$ cat src/rtl/ssp_pkg.sv
// Shared types and width helpers for the parametrised synchronous serial port.
// Optional loopback is enabled by defining SSP_LOOPBACK_EN.
package ssp_pkg;

    typedef enum logic [1:0] {
        IDLE,
        FRAME,
        SHIFT
    } tx_state_t;

    localparam int DEF_DATA_WIDTH = 8;
    localparam int DEF_TX_DEPTH   = 4;
    localparam int DEF_RX_DEPTH   = 4;
    localparam int DEF_CLK_DIV    = 2;

    function automatic int ptr_w(input int depth);
        return $clog2(depth);
    endfunction

    // Counters that must be able to hold the value n itself.
    function automatic int cnt_w(input int n);
        return $clog2(n + 1);
    endfunction

endpackage

$ cat src/rtl/ssp_fifo.sv
// Synchronous FIFO with registered full/empty flags; a push on a full FIFO
// is accepted when a pop happens in the same cycle.
module ssp_fifo
    import ssp_pkg::*;
#(
    parameter int WIDTH = DEF_DATA_WIDTH,
    parameter int DEPTH = DEF_TX_DEPTH
) (
    input  logic             clk,
    input  logic             rst,
    input  logic             push,
    input  logic             pop,
    input  logic [WIDTH-1:0] din,
    output logic [WIDTH-1:0] dout,
    output logic             full,
    output logic             empty
);

    localparam int AW = ptr_w(DEPTH);
    localparam int CW = cnt_w(DEPTH);
    localparam logic [CW-1:0] FULL_CNT = CW'(DEPTH);

    logic [WIDTH-1:0] mem [DEPTH];
    logic [AW-1:0]    wr_ptr;
    logic [AW-1:0]    rd_ptr;
    logic [CW-1:0]    count;
    logic [CW-1:0]    count_next;
    logic             do_push;
    logic             do_pop;

    assign do_pop  = pop && !empty;
    assign do_push = push && (!full || do_pop);
    assign dout    = mem[rd_ptr];

    always_comb begin
        count_next = count;
        if (do_push && !do_pop) begin
            count_next = count + CW'(1);
        end else if (!do_push && do_pop) begin
            count_next = count - CW'(1);
        end
    end

    always_ff @(posedge clk or posedge rst) begin
        if (rst) begin
            wr_ptr <= '0;
            rd_ptr <= '0;
            count  <= '0;
            full   <= 1'b0;
            empty  <= 1'b1;
        end else begin
            if (do_push) begin
                wr_ptr <= wr_ptr + AW'(1);
            end
            if (do_pop) begin
                rd_ptr <= rd_ptr + AW'(1);
            end
            count <= count_next;
            full  <= (count_next == FULL_CNT);
            empty <= (count_next == CW'(0));
        end
    end

    always_ff @(posedge clk) begin
        if (do_push) begin
            mem[wr_ptr] <= din;
        end
    end

endmodule

$ cat src/rtl/ssp_param.sv
// Parametrised synchronous serial port: bus-fed TX/RX FIFOs, serializer and
// oversampling deserializer. Define SSP_LOOPBACK_EN to add the LPBK input.
module ssp_param
    import ssp_pkg::*;
#(
    parameter int DATA_WIDTH = DEF_DATA_WIDTH,
    parameter int TX_DEPTH   = DEF_TX_DEPTH,
    parameter int RX_DEPTH   = DEF_RX_DEPTH,
    parameter int CLK_DIV    = DEF_CLK_DIV
) (
    input  logic                  PCLK,
    input  logic                  CLEAR,
`ifdef SSP_LOOPBACK_EN
    input  logic                  LPBK,
`endif
    input  logic                  PSEL,
    input  logic                  PWRITE,
    input  logic [DATA_WIDTH-1:0] PWDATA,
    output logic [DATA_WIDTH-1:0] PRDATA,
    input  logic                  SSPCLKIN,
    input  logic                  SSPFSSIN,
    input  logic                  SSPRXD,
    output logic                  SSPCLKOUT,
    output logic                  SSPFSSOUT,
    output logic                  SSPTXD,
    output logic                  SSPOE_B,
    output logic                  SSPTXINTR,
    output logic                  SSPRXINTR,
    output logic                  SSPRXOVR
);

    localparam int DW   = DATA_WIDTH;
    localparam int DIVW = cnt_w(CLK_DIV);
    localparam int BW   = cnt_w(DATA_WIDTH);
    localparam logic [DIVW-1:0] DIV_LAST = DIVW'(CLK_DIV - 1);
    localparam logic [BW-1:0]   TX_LAST  = BW'(DATA_WIDTH);
    localparam logic [BW-1:0]   RX_LAST  = BW'(DATA_WIDTH - 1);

    tx_state_t         state;
    logic [DIVW-1:0]   div_cnt;
    logic [BW-1:0]     tx_bits;
    logic [DW-1:0]     tx_shreg;
    logic              clk_out;
    logic              fss_out;
    logic              txd;
    logic              oe_b;
    logic              period_end;
    logic              word_done;

    logic              tx_push;
    logic              tx_pop;
    logic [DW-1:0]     tx_head;
    logic              tx_full;
    logic              tx_empty;

    logic              rx_clk_src;
    logic              rx_fss_src;
    logic              rx_rxd_src;
    logic [2:0]        clk_sync;
    logic [1:0]        fss_sync;
    logic [1:0]        rxd_sync;
    logic              rx_rise;
    logic              rx_fall;
    logic              rx_sample;
    logic              rx_last;
    logic              rx_armed;
    logic [BW-1:0]     rx_bits;
    logic [DW-2:0]     rx_shreg;
    logic [DW-1:0]     rx_word;
    logic              rx_push;
    logic              rx_pop;
    logic              rd_req;
    logic [DW-1:0]     rx_head;
    logic              rx_full;
    logic              rx_empty;
    logic              rx_ovr;

    ssp_fifo #(.WIDTH(DW), .DEPTH(TX_DEPTH)) u_tx_fifo (
        .clk   (PCLK),
        .rst   (CLEAR),
        .push  (tx_push),
        .pop   (tx_pop),
        .din   (PWDATA),
        .dout  (tx_head),
        .full  (tx_full),
        .empty (tx_empty)
    );

    ssp_fifo #(.WIDTH(DW), .DEPTH(RX_DEPTH)) u_rx_fifo (
        .clk   (PCLK),
        .rst   (CLEAR),
        .push  (rx_push),
        .pop   (rx_pop),
        .din   (rx_word),
        .dout  (rx_head),
        .full  (rx_full),
        .empty (rx_empty)
    );

    assign tx_push = PSEL && PWRITE;
    assign rd_req  = PSEL && !PWRITE;
    assign rx_pop  = rd_req && !rx_empty;

    // A serial period begins on the SSPCLKOUT rising edge and ends after its low half.
    assign period_end = (div_cnt == DIV_LAST) && !clk_out;
    assign word_done  = period_end && (tx_bits == TX_LAST);
    assign tx_pop     = !tx_empty &&
                        ((state == IDLE) || ((state == SHIFT) && word_done));

    always_ff @(posedge PCLK or posedge CLEAR) begin
        if (CLEAR) begin
            state    <= IDLE;
            div_cnt  <= '0;
            tx_bits  <= '0;
            tx_shreg <= '0;
            clk_out  <= 1'b0;
            fss_out  <= 1'b0;
            txd      <= 1'b0;
            oe_b     <= 1'b1;
        end else begin
            case (state)
                IDLE: begin
                    clk_out <= 1'b0;
                    div_cnt <= '0;
                    if (!tx_empty) begin
                        state    <= FRAME;
                        tx_shreg <= tx_head;
                        fss_out  <= 1'b1;
                        clk_out  <= 1'b1;
                    end
                end
                FRAME, SHIFT: begin
                    if (div_cnt == DIV_LAST) begin
                        div_cnt <= '0;
                        clk_out <= ~clk_out;
                    end else begin
                        div_cnt <= div_cnt + DIVW'(1);
                    end
                    if (period_end) begin
                        if (state == FRAME || !word_done) begin
                            state    <= SHIFT;
                            fss_out  <= 1'b0;
                            oe_b     <= 1'b0;
                            txd      <= tx_shreg[DW-1];
                            tx_shreg <= {tx_shreg[DW-2:0], 1'b0};
                            tx_bits  <= (state == FRAME) ? BW'(1) : tx_bits + BW'(1);
                        end else if (!tx_empty) begin
                            state    <= FRAME;
                            tx_shreg <= tx_head;
                            fss_out  <= 1'b1;
                            txd      <= 1'b0;
                        end else begin
                            state   <= IDLE;
                            oe_b    <= 1'b1;
                            txd     <= 1'b0;
                            clk_out <= 1'b0;
                        end
                    end
                end
                default: state <= IDLE;
            endcase
        end
    end

`ifdef SSP_LOOPBACK_EN
    assign rx_clk_src = LPBK ? clk_out : SSPCLKIN;
    assign rx_fss_src = LPBK ? fss_out : SSPFSSIN;
    assign rx_rxd_src = LPBK ? txd     : SSPRXD;
`else
    assign rx_clk_src = SSPCLKIN;
    assign rx_fss_src = SSPFSSIN;
    assign rx_rxd_src = SSPRXD;
`endif

    always_ff @(posedge PCLK or posedge CLEAR) begin
        if (CLEAR) begin
            clk_sync <= '0;
            fss_sync <= '0;
            rxd_sync <= '0;
        end else begin
            clk_sync <= {clk_sync[1:0], rx_clk_src};
            fss_sync <= {fss_sync[0], rx_fss_src};
            rxd_sync <= {rxd_sync[0], rx_rxd_src};
        end
    end

    // Falling edges inside the frame-sync period belong to the header, not the word.
    assign rx_rise   = clk_sync[1] && !clk_sync[2];
    assign rx_fall   = !clk_sync[1] && clk_sync[2];
    assign rx_sample = rx_fall && rx_armed && !fss_sync[1];
    assign rx_last   = rx_sample && (rx_bits == RX_LAST);
    assign rx_word   = {rx_shreg, rxd_sync[1]};
    assign rx_push   = rx_last && (!rx_full || rx_pop);

    always_ff @(posedge PCLK or posedge CLEAR) begin
        if (CLEAR) begin
            rx_armed <= 1'b0;
            rx_bits  <= '0;
            rx_shreg <= '0;
            rx_ovr   <= 1'b0;
        end else begin
            if (rx_rise && fss_sync[1]) begin
                rx_armed <= 1'b1;
                rx_bits  <= '0;
            end else if (rx_sample) begin
                rx_shreg <= rx_word[DW-2:0];
                rx_bits  <= rx_bits + BW'(1);
                if (rx_last) begin
                    rx_armed <= 1'b0;
                    rx_bits  <= '0;
                    if (rx_full && !rx_pop) begin
                        rx_ovr <= 1'b1;
                    end
                end
            end
        end
    end

    always_ff @(posedge PCLK or posedge CLEAR) begin
        if (CLEAR) begin
            PRDATA <= '0;
        end else if (rd_req) begin
            PRDATA <= rx_empty ? '0 : rx_head;
        end
    end

    assign SSPCLKOUT = clk_out;
    assign SSPFSSOUT = fss_out;
    assign SSPTXD    = txd;
    assign SSPOE_B   = oe_b;
    assign SSPTXINTR = tx_full;
    assign SSPRXINTR = rx_full;
    assign SSPRXOVR  = rx_ovr;

endmodule

$ cat config.mk
export PLATFORM = sky130hd
export DESIGN_NAME = ssp_param
export DESIGN_NICKNAME = d
export VERILOG_FILES = /design/src/rtl/ssp_pkg.sv /design/src/rtl/ssp_fifo.sv /design/src/rtl/ssp_param.sv
export SDC_FILE = /design/constraint.sdc
export NUM_CORES = 1
export LEC_CHECK = 0
export BUFFER_PORTS_ARGS = -buffer_cell sky130_fd_sc_hd__buf_2
export CELL_PAD_IN_SITES_DETAIL_PLACEMENT = 0
export CELL_PAD_IN_SITES_GLOBAL_PLACEMENT = 1
export CORE_ASPECT_RATIO = 0.6
export CORE_MARGIN = 1
export CORE_UTILIZATION = 35
export DETAILED_ROUTE_END_ITERATION = 8
export PLACE_DENSITY = 0.61
export SYNTH_ARGS = -nofsm -noshare
export SYNTH_HDL_FRONTEND = slang
export SYNTH_SLANG_ARGS = --single-unit
$ cat constraint.sdc
create_clock -name PCLK -period 2 [get_ports PCLK]
set_input_delay 0.2 -clock PCLK [delete_from_list [all_inputs] [get_ports PCLK]]
set_output_delay 0.2 -clock PCLK [all_outputs]
set_load 0.01 [all_outputs]
* Yosys cells after proc, flatten, opt, wreduce, memory -nomap -nowiden *
Memory sizes are Yosys's and may differ from the RTL's.
Index checks and enable logic that the tools add are counted.
Widths: inputs -> output; s select.

operators by class
  shift-type cells = 0
  reduce and logical (&&, ||, !) cells = 59
  multipliers = 0
  muxes and demuxes = 40
  bitwise operators = 2
  eq/ne operators = 9
  divide/modulo/power cells = 0
  add/subtract/negate cells = 11
  magnitude comparators = 0

operators by type and width
  kind                 number
  $mux 8               4
  $logic_and 1x1->1    23
  $mux 1               19
  $mux 4               4
  $pmux 8 s2           1
  $logic_not 1->1      15
  $mux 3               4
  $add 2x1->2 const B  5
  $reduce_and 2->1     5
  $add 4x1->4 const B  2
  $mux 2               4
  $pmux 2 s2           2
  $reduce_bool 2->1    4
  $add 3x1->3 const B  2
  $eq 3x3->1 const B   2
  $logic_not 3->1      2
  $reduce_and 3->1     2
  $sub 3x1->3 const B  2
  $logic_or 1x1->1     5
  $eq 2x1->1 const B   2
  $eq 4x3->1 const B   1
  $eq 4x4->1 const B   1
  $ne 2x2->1 const B   2
  $pmux 1 s2           2
  5 further kinds      6

storage, ports and cells
  memory bits (read-only) = 0
  output and inout port bits = 15
  bits in registers = 66
  bits of input ports = 15
  word-level logic and storage cells = 149
  RAM bits = 64
  memories kept = 2
  bits in latches = 0

memories
  name           depth  bits a word  read ports  clocked after memory_dff  wr ports  line            source
  u_rx_fifo.mem  4      8            1           0                         1         ssp_fifo.sv:23  logic [WIDTH-1:0] mem [DEPTH];
  u_tx_fifo.mem  4      8            1           0                         1         ssp_fifo.sv:23

* Depth between registers and ports, before layout *
Gate-level depths: netlist of run 1.

  word-level depth = 14
  gate-level depth with buffers = 7
  mapped depth without buffers = 7

* Hierarchy *
Synthesis of run 1 repeated with hierarchy kept, for this count alone.

second synthesis, totals
  cells, all modules = 382
  area, all modules = 5,617.9 µm²

modules (own cells, without submodules)
  module                 cells each  times used  sequential area each (µm²)  area an instance (µm²)
  ssp_param              205         1           1,202.4                     2,238.4
  ssp_fifo at u_rx_fifo  89          1           1,187.4                     1,691.6
  ssp_fifo at u_tx_fifo  88          1           1,187.4                     1,687.9

* Worst setup path after synthesis of run 1 *
No wires, ideal clock.

  path kind = flip-flop to flip-flop
  start = register clk_out, in the netlist SSPCLKOUT
  end = memory u_tx_fifo.mem[2][0] in the netlist's numbering, enable pin
  setup slack = -0.147 ns
  period minus slack after synthesis = 2.147 ns
  library setup time = 0.332 ns
  path buffers = 0
  stages on the path, launching flop included = 8
  arrival time = 1.816 ns
  required time = 1.668 ns
  path through = dfrtp_1 inv_1 ha_1 and2_1 a41oi_2 or2_1 a21oi_4 and2_1

on the way
  cells in the longest elaborated chain, start to end = 11

RTL lines
  element                       line              source
  start, declared               ssp_param.sv:43   logic clk_out;
  start signal, assigned        ssp_param.sv:135  clk_out <= ~clk_out;
  $logic_not 1->1               ssp_param.sv:105  assign period_end = (div_cnt == DIV_LAST) && !clk_out;
  $logic_and 1x1->1             ssp_param.sv:105
  $logic_and 1x1->1             ssp_param.sv:106  assign word_done = period_end && (tx_bits == TX_LAST);
  $logic_and 1x1->1             ssp_param.sv:108  ((state == IDLE) || ((state == SHIFT) && word_done));
  $logic_or 1x1->1              ssp_param.sv:108
  $logic_and 1x1->1             ssp_param.sv:107  assign tx_pop = !tx_empty &&
  $logic_and 1x1->1             ssp_fifo.sv:31    assign do_pop = pop && !empty;
  $logic_or 1x1->1              ssp_fifo.sv:32    assign do_push = push && (!full || do_pop);
  $logic_and 1x1->1             ssp_fifo.sv:32
  $mux 1                        ssp_fifo.sv:65    if (do_push) begin
  $mux 1 (implied by the code)  ssp_fifo.sv:66    mem[wr_ptr] <= din;
  end, declared                 ssp_fifo.sv:23

No other way between the ends.

* Worst setup path after layout of run 1 *
  start = register div_cnt[1]
  end = register u_tx_fifo.wr_ptr[1]

on the way
  cells in the longest elaborated chain, start to end = 9

RTL lines
  element                 line              source
  start, declared         ssp_param.sv:40   logic [DIVW-1:0] div_cnt;
  start signal, assigned  ssp_param.sv:137  div_cnt <= div_cnt + DIVW'(1);
  $eq 2x1->1              ssp_param.sv:105
  $logic_and 1x1->1       ssp_param.sv:105
  $logic_and 1x1->1       ssp_param.sv:106
  $logic_and 1x1->1       ssp_param.sv:108
  $logic_or 1x1->1        ssp_param.sv:108
  $logic_and 1x1->1       ssp_param.sv:107
  $logic_and 1x1->1       ssp_fifo.sv:31
  $logic_or 1x1->1        ssp_fifo.sv:32
  $logic_and 1x1->1       ssp_fifo.sv:32
  end signal, assigned    ssp_fifo.sv:53    wr_ptr <= wr_ptr + AW'(1);
  end, declared           ssp_fifo.sv:24    logic [AW-1:0] wr_ptr;

No other way between the ends.
A chain may end at the register's enable or synchronous reset.

==> results of run 1 <==
## path summary, 6_finish.rpt
check	slack (ns)	to	cells after the start	startpoint
max in group asynchronous	0.93	u_tx_fifo.empty	4	CLEAR
max reg2reg	-0.03	u_tx_fifo.wr_ptr[1]	8	div_cnt[1]
min	0.02	u_tx_fifo.mem[3][4]	1	PWDATA[4]
min in group asynchronous	0.37	PRDATA[0]	3	CLEAR
max	-0.03	u_tx_fifo.wr_ptr[1]	8	div_cnt[1]
min reg2reg	0.35	clk_sync[1]	0	clk_sync[0]
## final cells by class
class	count	share of cell area [%]
Multi-Input combinational cell	214	27.2
Clock buffer	18	6.33
Tap cell	198	3.65
Sequential cell	130	52.8
Inverter	18	0.997
Clock inverter	14	2.29
Timing Repair Buffer	61	6.76
## cells by family (layout without fill, tap and decap cells)
logic type	after synthesis	count (layout)	share of synthesized area (%)
flops	130	130	65.5
simple gates	113	113	11.4
compound gates	51	51	7.46
buf+inv	29	111	2.08
fa+ha+maj	20	20	4.58
mux	20	20	7.37
xor+xnor	10	10	1.60
## worst max-delay path, cell delays in order, from the launching register on
cell     delay (ns)
dfrtp_1        0.39
nor2b_2        0.13
ha_2           0.19
and2_4         0.15
a41oi_4        0.12
or2_4          0.27
a21oi_4        0.23
buf_4          0.16
mux2_4         0.28
## synth_stat cells (7+ instances only)
library cell,instances
nand2_1,49
ha_1,20
inv_1,18
a22oi_1,7
xnor2_1,8
and2_1,10
nor2_1,14
dfrtp_1,63
mux4_2,16
nand3_1,9
a22o_1,11
edfxtp_1,64
o21ai_0,9
## power groups by stage
stage                     Combinational, mW  Sequential, mW  Clock (mW)
final                                  2.74            3.86        3.04
after floorplan                        1.93            3.76           0
after global placement                 2.66            3.89           0
after detailed placement               2.69            3.90           0
after global routing                   3.09            3.95        3.22
after CTS                              2.73            3.86        3.11
## flip-flops by register name, summed over array words and instances, names as in the netlist, 3 cells and up
name / cells
clk_sync: 3
u_rx_fifo.mem: 32
rx_shreg: 7
rx_bits: 4
PRDATA: 8
tx_shreg: 8
u_tx_fifo.count: 3
u_tx_fifo.mem: 32
tx_bits: 4
u_rx_fifo.count: 3
## through the flow
step | power [mW] | hold slack [ns] | setup TNS (ns) | instance area, sq um
final | 9.65 | 0.0241 | -0.554 | 6780
after global routing | 10.3 | 0.0154 | -3.71 | 6780
after CTS | 9.70 | 0.0142 | -2.91 | 6730
after detailed placement | 6.60 | 0.269 | -2.59 | 6080
after global placement | 6.55 | 0.251 | -2.58 | 6080
after floorplan | 5.70 | 0.231 | 0 | 5480
## metal layers
| layer | part of all wire (%) | global-route usage (%) |
|---|---|---|
| met1 | 55 | 22.7 |
| met2 | 41 | 18.4 |
| met3 | 3.8 | 3.41 |
| met4 | 0.72 | 4.96 |
| met5 | 0 | 0 |
## timing repair
action / 4_1_cts / 5_1_grt
pin swaps: 9 / 7
endpoints found under the hold margin: 22 / 0
setup buffers: 1 / 1
setup endpoints to repair: 34 / 73
gates resized for setup: 2 / 10
hold buffers: 4 / 0
==> results.cfg, run 1 <==
[sta]
hold_violations = 0
fin_skew_ns = 0.0107
slew-limit-headroom_pct = 64.7
layout_setup_ws_ns = -0.0297
finalMaxSlewViolations = 0
tightest_slew_ns = 0.526
fmax_ghz = 0.493
min_period_ns = 2.03
period_share_pct = 101
finalSetupViolations = 33
rsz0062_at_grt = true

[floorplanning]
placementRows = 34
design.die.area_sq_mm = 0.0161
start_util_pct = 36.8
dieWidth_um = 163
core_area_sq_mm = 0.0148
die_h_um = 98.8
boundaryPins = 30

[synth]
synth.largest_area_cell = edfxtp_1
synth-seq-area-share_pct = 65.5
ys_types = 57
synth_edf_count = 64
synth_top_flop_cell = edfxtp_1
synth_warnings = 0
syn_area_sq_mm = 0.00547
synth.top_cell.area_share_pct = 35.2
ys_async_sr_fraction_pct = 50.8
synth_fp_nets = 408
ys_ff_latch = 130
synth_area_leaders = edfxtp_1 35%, dfrtp_1 29%, mux4_2 6.6%
syn_avg_cell_area_sq_um = 14.7
netlist_instances = 373

[power_and_ir_drop]
pwr-share-seq_pct = 40.0
switchingPower_mw = 3.00
p_int_mw = 6.65
p_sw_share_pct = 31.1
power_density_mw_per_mm2 = 1420
power_frac_comb_pct = 28.4
peakVddDrop_mv = 0.582
clockPowerShare_pct = 31.5
leakagePower_nw = 2.79

[routing]
route.detailed.drc = 0
viasPerCell = 4.74
post_drt_wl_per_cell_um = 15.8
firstDrtPassIters = 4
drt_iter0_markers = 192
ant_nets = 0
wl_um = 10300
vias = 3092

[global_route]
track_usage_pct = 14.2
antenna_found_initial = 0
grt_pass1_wl_um = 17100
grt_pass1_vias = 3085
grt_max_degree = 47
grt.overflow.total = 0

[worst_setup_path]
cp_max_fo = 6
required_ns = 2.29
crit_arrival_ns = 2.32
cp-end-kind = flip-flop
startpoint_type = flip-flop
critPathKind = flip-flop to flip-flop

[finish]
nFillCells = 1324
final_cell_mix = 64 x edfxtp_1, 63 x dfrtp_1, 49 x nand2_1
layout.nets = 477
seq_area_sq_mm = 0.00358
area_growth_pct = 24.0
diodes = 0
layout_commonest_cell = edfxtp_1
finalNonFillerCells = 653
multi_input_area_sq_mm = 0.00184
utilization_pct = 45.7
drive_above_1_share_pct = 31.0

[worst_hold_path]
hold_class = primary input to flip-flop

[place]
gp_congestion = 0.788
dp_hpwl_um = 7200
place_inst = 615
place_ws_ns = -0.0913
portBuffers = 29

[clock_network]
clock-root-buffer = clkbuf_16
clock_latency_ns = 0.41
clkTransAtPathRegs_ns = 0.06
htree_levels = 4
clockBufferDepth = 2
cts_tree = done
numCtsBuffers = 17
cts_sinks = 130

[run_status]
violations = setup timing
outcome = finished, violations left

[job]
cap_violations = 0
Note: power is estimated with default switching activity, not from simulation.
==> run 2: changes to the inputs <==
--- a/config.mk
+++ b/config.mk
@@ -5,6 +5,7 @@
 export SDC_FILE = /design/constraint.sdc
 export NUM_CORES = 1
 export LEC_CHECK = 0
+export ABC_AREA = 1
 export BUFFER_PORTS_ARGS = -buffer_cell sky130_fd_sc_hd__buf_2
 export CELL_PAD_IN_SITES_DETAIL_PLACEMENT = 0
 export CELL_PAD_IN_SITES_GLOBAL_PLACEMENT = 1
@@ -12,7 +13,8 @@
 export CORE_MARGIN = 1
 export CORE_UTILIZATION = 35
 export DETAILED_ROUTE_END_ITERATION = 8
-export PLACE_DENSITY = 0.61
+export PLACE_DENSITY = 0.63
+export RECOVER_POWER = 25
 export SYNTH_ARGS = -nofsm -noshare
 export SYNTH_HDL_FRONTEND = slang
 export SYNTH_SLANG_ARGS = --single-unit
==> results.cfg, run 2 <==
[run_status]
outcome = finished, final reports clean

[routing]
ant_nets = 0
vias = 3684
met2WireLength_um = 4590
routed.top_layer = met4
route.detailed.drc = 0
wl_met1_um = 6290
wl_met3_um = 662
viasPerCell = 4.75
wl_um = 11700
post_drt_wl_per_cell_um = 15.1
firstDrtPassIters = 5
drt_iter0_markers = 308

[worst_setup_path]
critPathKind = flip-flop to flip-flop
crit_path_max_incr_delay_ns = 0.38
cp_max_fo = 10
crit_start = div_cnt[1]
crit_family = simple AND/OR/NAND/NOR gates
path_common_cell = inv_1
timing.rr.start = div_cnt[1]
startpoint_type = flip-flop
cp-end-kind = flip-flop
cp_slowest_cell = dfrtp_1
required_ns = 2.28
crit_arrival_ns = 2.11
rr_worst_depth = 9
crit_cells = 9
path_buf_inv = 2
crit_path_cell_trace = nor2_1 > ha_1 > nand2_1 > inv_1 > nand3_1 > nand2_2 > inv_1 > o21ai_4 > a22oi_1

[power_and_ir_drop]
peakVddDrop_mv = 0.559
power_density_mw_per_mm2 = 1490
leakagePower_nw = 2.87
clockPowerShare_pct = 29.4
switchingPower_mw = 3.59
p_int_mw = 6.33
power_frac_comb_pct = 32.0
p_sw_share_pct = 36.2
pwr-share-seq_pct = 38.6

[synth]
synth_warnings = 0
syn_area_sq_mm = 0.00553
synth.largest_area_cell = edfxtp_1
ys_top_cells_by_count = 64 x edfxtp_1, 64 x nand2_1, 63 x dfrtp_1
ys_async_sr_fraction_pct = 50.8
ys_types = 33
synth_area_leaders = edfxtp_1 35%, dfrtp_1 29%, o21ai_0 5.2%
synth-seq-area-share_pct = 64.7
synth_edf_count = 64
synth_top_flop_cell = edfxtp_1
syn_avg_cell_area_sq_um = 11.1
synth_fp_nets = 533
netlist_instances = 498
synth.top_cell.area_share_pct = 34.8
ys_ff_latch = 130

[global_route]
grt.overflow.total = 0
grt_pass1_vias = 3570
track_usage_pct = 15.8
grt_max_degree = 67
antenna_found_initial = 0
grt_pass1_wl_um = 19000

[sta]
finalMaxSlewViolations = 0
layout_setup_ws_ns = 0.166
period_share_pct = 91.7
slew-limit-headroom_pct = 64.5
hold_violations = 0
tightest_slew_ns = 0.529
min_period_ns = 1.83
fin_skew_ns = 0.0111
finalSetupViolations = 0
fmax_ghz = 0.545
rsz0062_at_grt = false
fin_tns_setup_ns = 0

[clock_network]
cts_tree = done
clockBufferDepth = 2
htree_levels = 4
numCtsBuffers = 17
clkTransAtPathRegs_ns = 0.06
clock-root-buffer = clkbuf_16
clock_latency_ns = 0.41
cts_sinks = 130
cts_setup_buffers = 0

[worst_hold_path]
hold_path_depth = 1
hold_class = primary input to flip-flop
hold_start = PWDATA[3]

[floorplanning]
die_h_um = 99.3
dieWidth_um = 164
start_util_pct = 36.0
design.die.area_sq_mm = 0.0163
boundaryPins = 30
core_area_sq_mm = 0.0154
placementRows = 35

[finish]
drive_above_1_share_pct = 17.7
layout_commonest_cell = edfxtp_1
final_cell_mix = 64 x edfxtp_1, 63 x dfrtp_1, 63 x nand2_1
area_growth_pct = 20.0
largestRegisters = u_rx_fifo.mem: 32 flops, u_tx_fifo.mem: 32 flops
utilization_pct = 43.2
stdcell_area_sq_mm = 0.00663
layout.nets = 594
diodes = 0

[place]
portBuffers = 29
dp_hpwl_um = 8140
placed_cell_area_sq_mm = 0.00603
gp_congestion = 0.813
place_ws_ns = 0.0931

[job]
cap_violations = 0
==> run 2: changes by cell type in the layout (fill, tap and decap cells not counted), sizes merged, moves of 7 or more <==
| cell | previous run | this run |
|---|---|---|
| a21oi | 6 | 13 |
| a22o | 11 | 1 |
| and2 | 10 | 0 |
| buf | 57 | 39 |
| clkbuf | 18 | 25 |
| inv | 22 | 68 |
| mux4 | 16 | 0 |
| nand2 | 50 | 70 |
| nor2 | 14 | 60 |
| o21ai | 11 | 62 |
| o22ai | 0 | 25 |
| xor2 | 2 | 9 |
==> run 2: cell families (layout without fill, tap and decap cells) <==
| group | count (synthesis) | after routing | synth area share [%] |
|---|---|---|---|
| compound gates | 111 | 111 | 11.4 |
| xor+xnor | 12 | 12 | 1.90 |
| fa+ha+maj | 20 | 20 | 4.53 |
| buf+inv | 75 | 149 | 5.36 |
| flops | 130 | 130 | 64.7 |
| simple gates | 150 | 150 | 12.1 |
==> run 2: worst paths after layout <==
| kind | to | slack [ns] |
|---|---|---|
| worst max-delay path | tx_shreg[5] | 0.17 |
| worst min-delay path | u_tx_fifo.mem[2][3] | 0.12 |
| worst max register to register | tx_shreg[5] | 0.17 |
| worst min register to register | fss_sync[1] | 0.35 |
| max in group asynchronous | u_tx_fifo.empty | 1.25 |
| min in group asynchronous | clk_sync[0] | 0.40 |
==> run 2: stage by stage <==
| step | power, mW | hold WS [ns] | std cells |
|---|---|---|---|
| finish | 9.92 | 0.122 | 775 |
| global route | 10.6 | 0.132 | 775 |
| CTS | 9.96 | 0.0322 | 775 |
| detailed placement | 7.00 | 0.312 | 739 |
| global placement | 6.93 | 0.300 | 739 |
| floorplan | 5.97 | 0.231 | 498 |
==> run 2: area by class of cell <==
cell class	count	area, sq um
fillers	1439	8740
flip-flops and latches	130	3580
multi-input cells	293	1670
clock buffers	17	425
repair buffers	51	323
well taps	203	254
inverters	66	248
clock inverters	15	134
==> run 2: worst reg2reg max path: cells and delay by family, from the launching register on <==
family	cells	cell delay, ns
AO/OA/AOI/OAI	2	0.39
adder cells (fa/ha/maj)	1	0.19
buffers and inverters	2	0.22
flip-flops	1	0.38
AND/OR/NAND/NOR	4	0.53
==> run 2: layer usage <==
| layer | global-route usage, % | vias to the layer above |
|---|---|---|
| met4 | 5.48 | 0 |
| li1 | - | 1817 |
| met2 | 20.6 | 101 |
| met5 | 0 | - |
| met3 | 4.17 | 13 |
| met1 | 24.7 | 1753 |
==> run 2: power groups by stage <==
stage          logic, mW  registers (mW)  clock network (mW)
2_1_floorplan       2.16            3.81                   0
3_3_place_gp        3.09            3.84                   0
3_5_place_dp        3.13            3.87                   0
4_1_cts             3.14            3.83                2.99
5_1_grt             3.63            3.90                3.11
6_report            3.17            3.82                2.92
==> run 2: what timing repair did <==
| item | 4_1_cts | 5_1_grt |
|---|---|---|
| resized for setup | 0 | 4 |
| endpoints found under the setup margin | 0 | 39 |
| endpoints found under the hold margin | 66 | 0 |
| hold buffers | 4 | 0 |
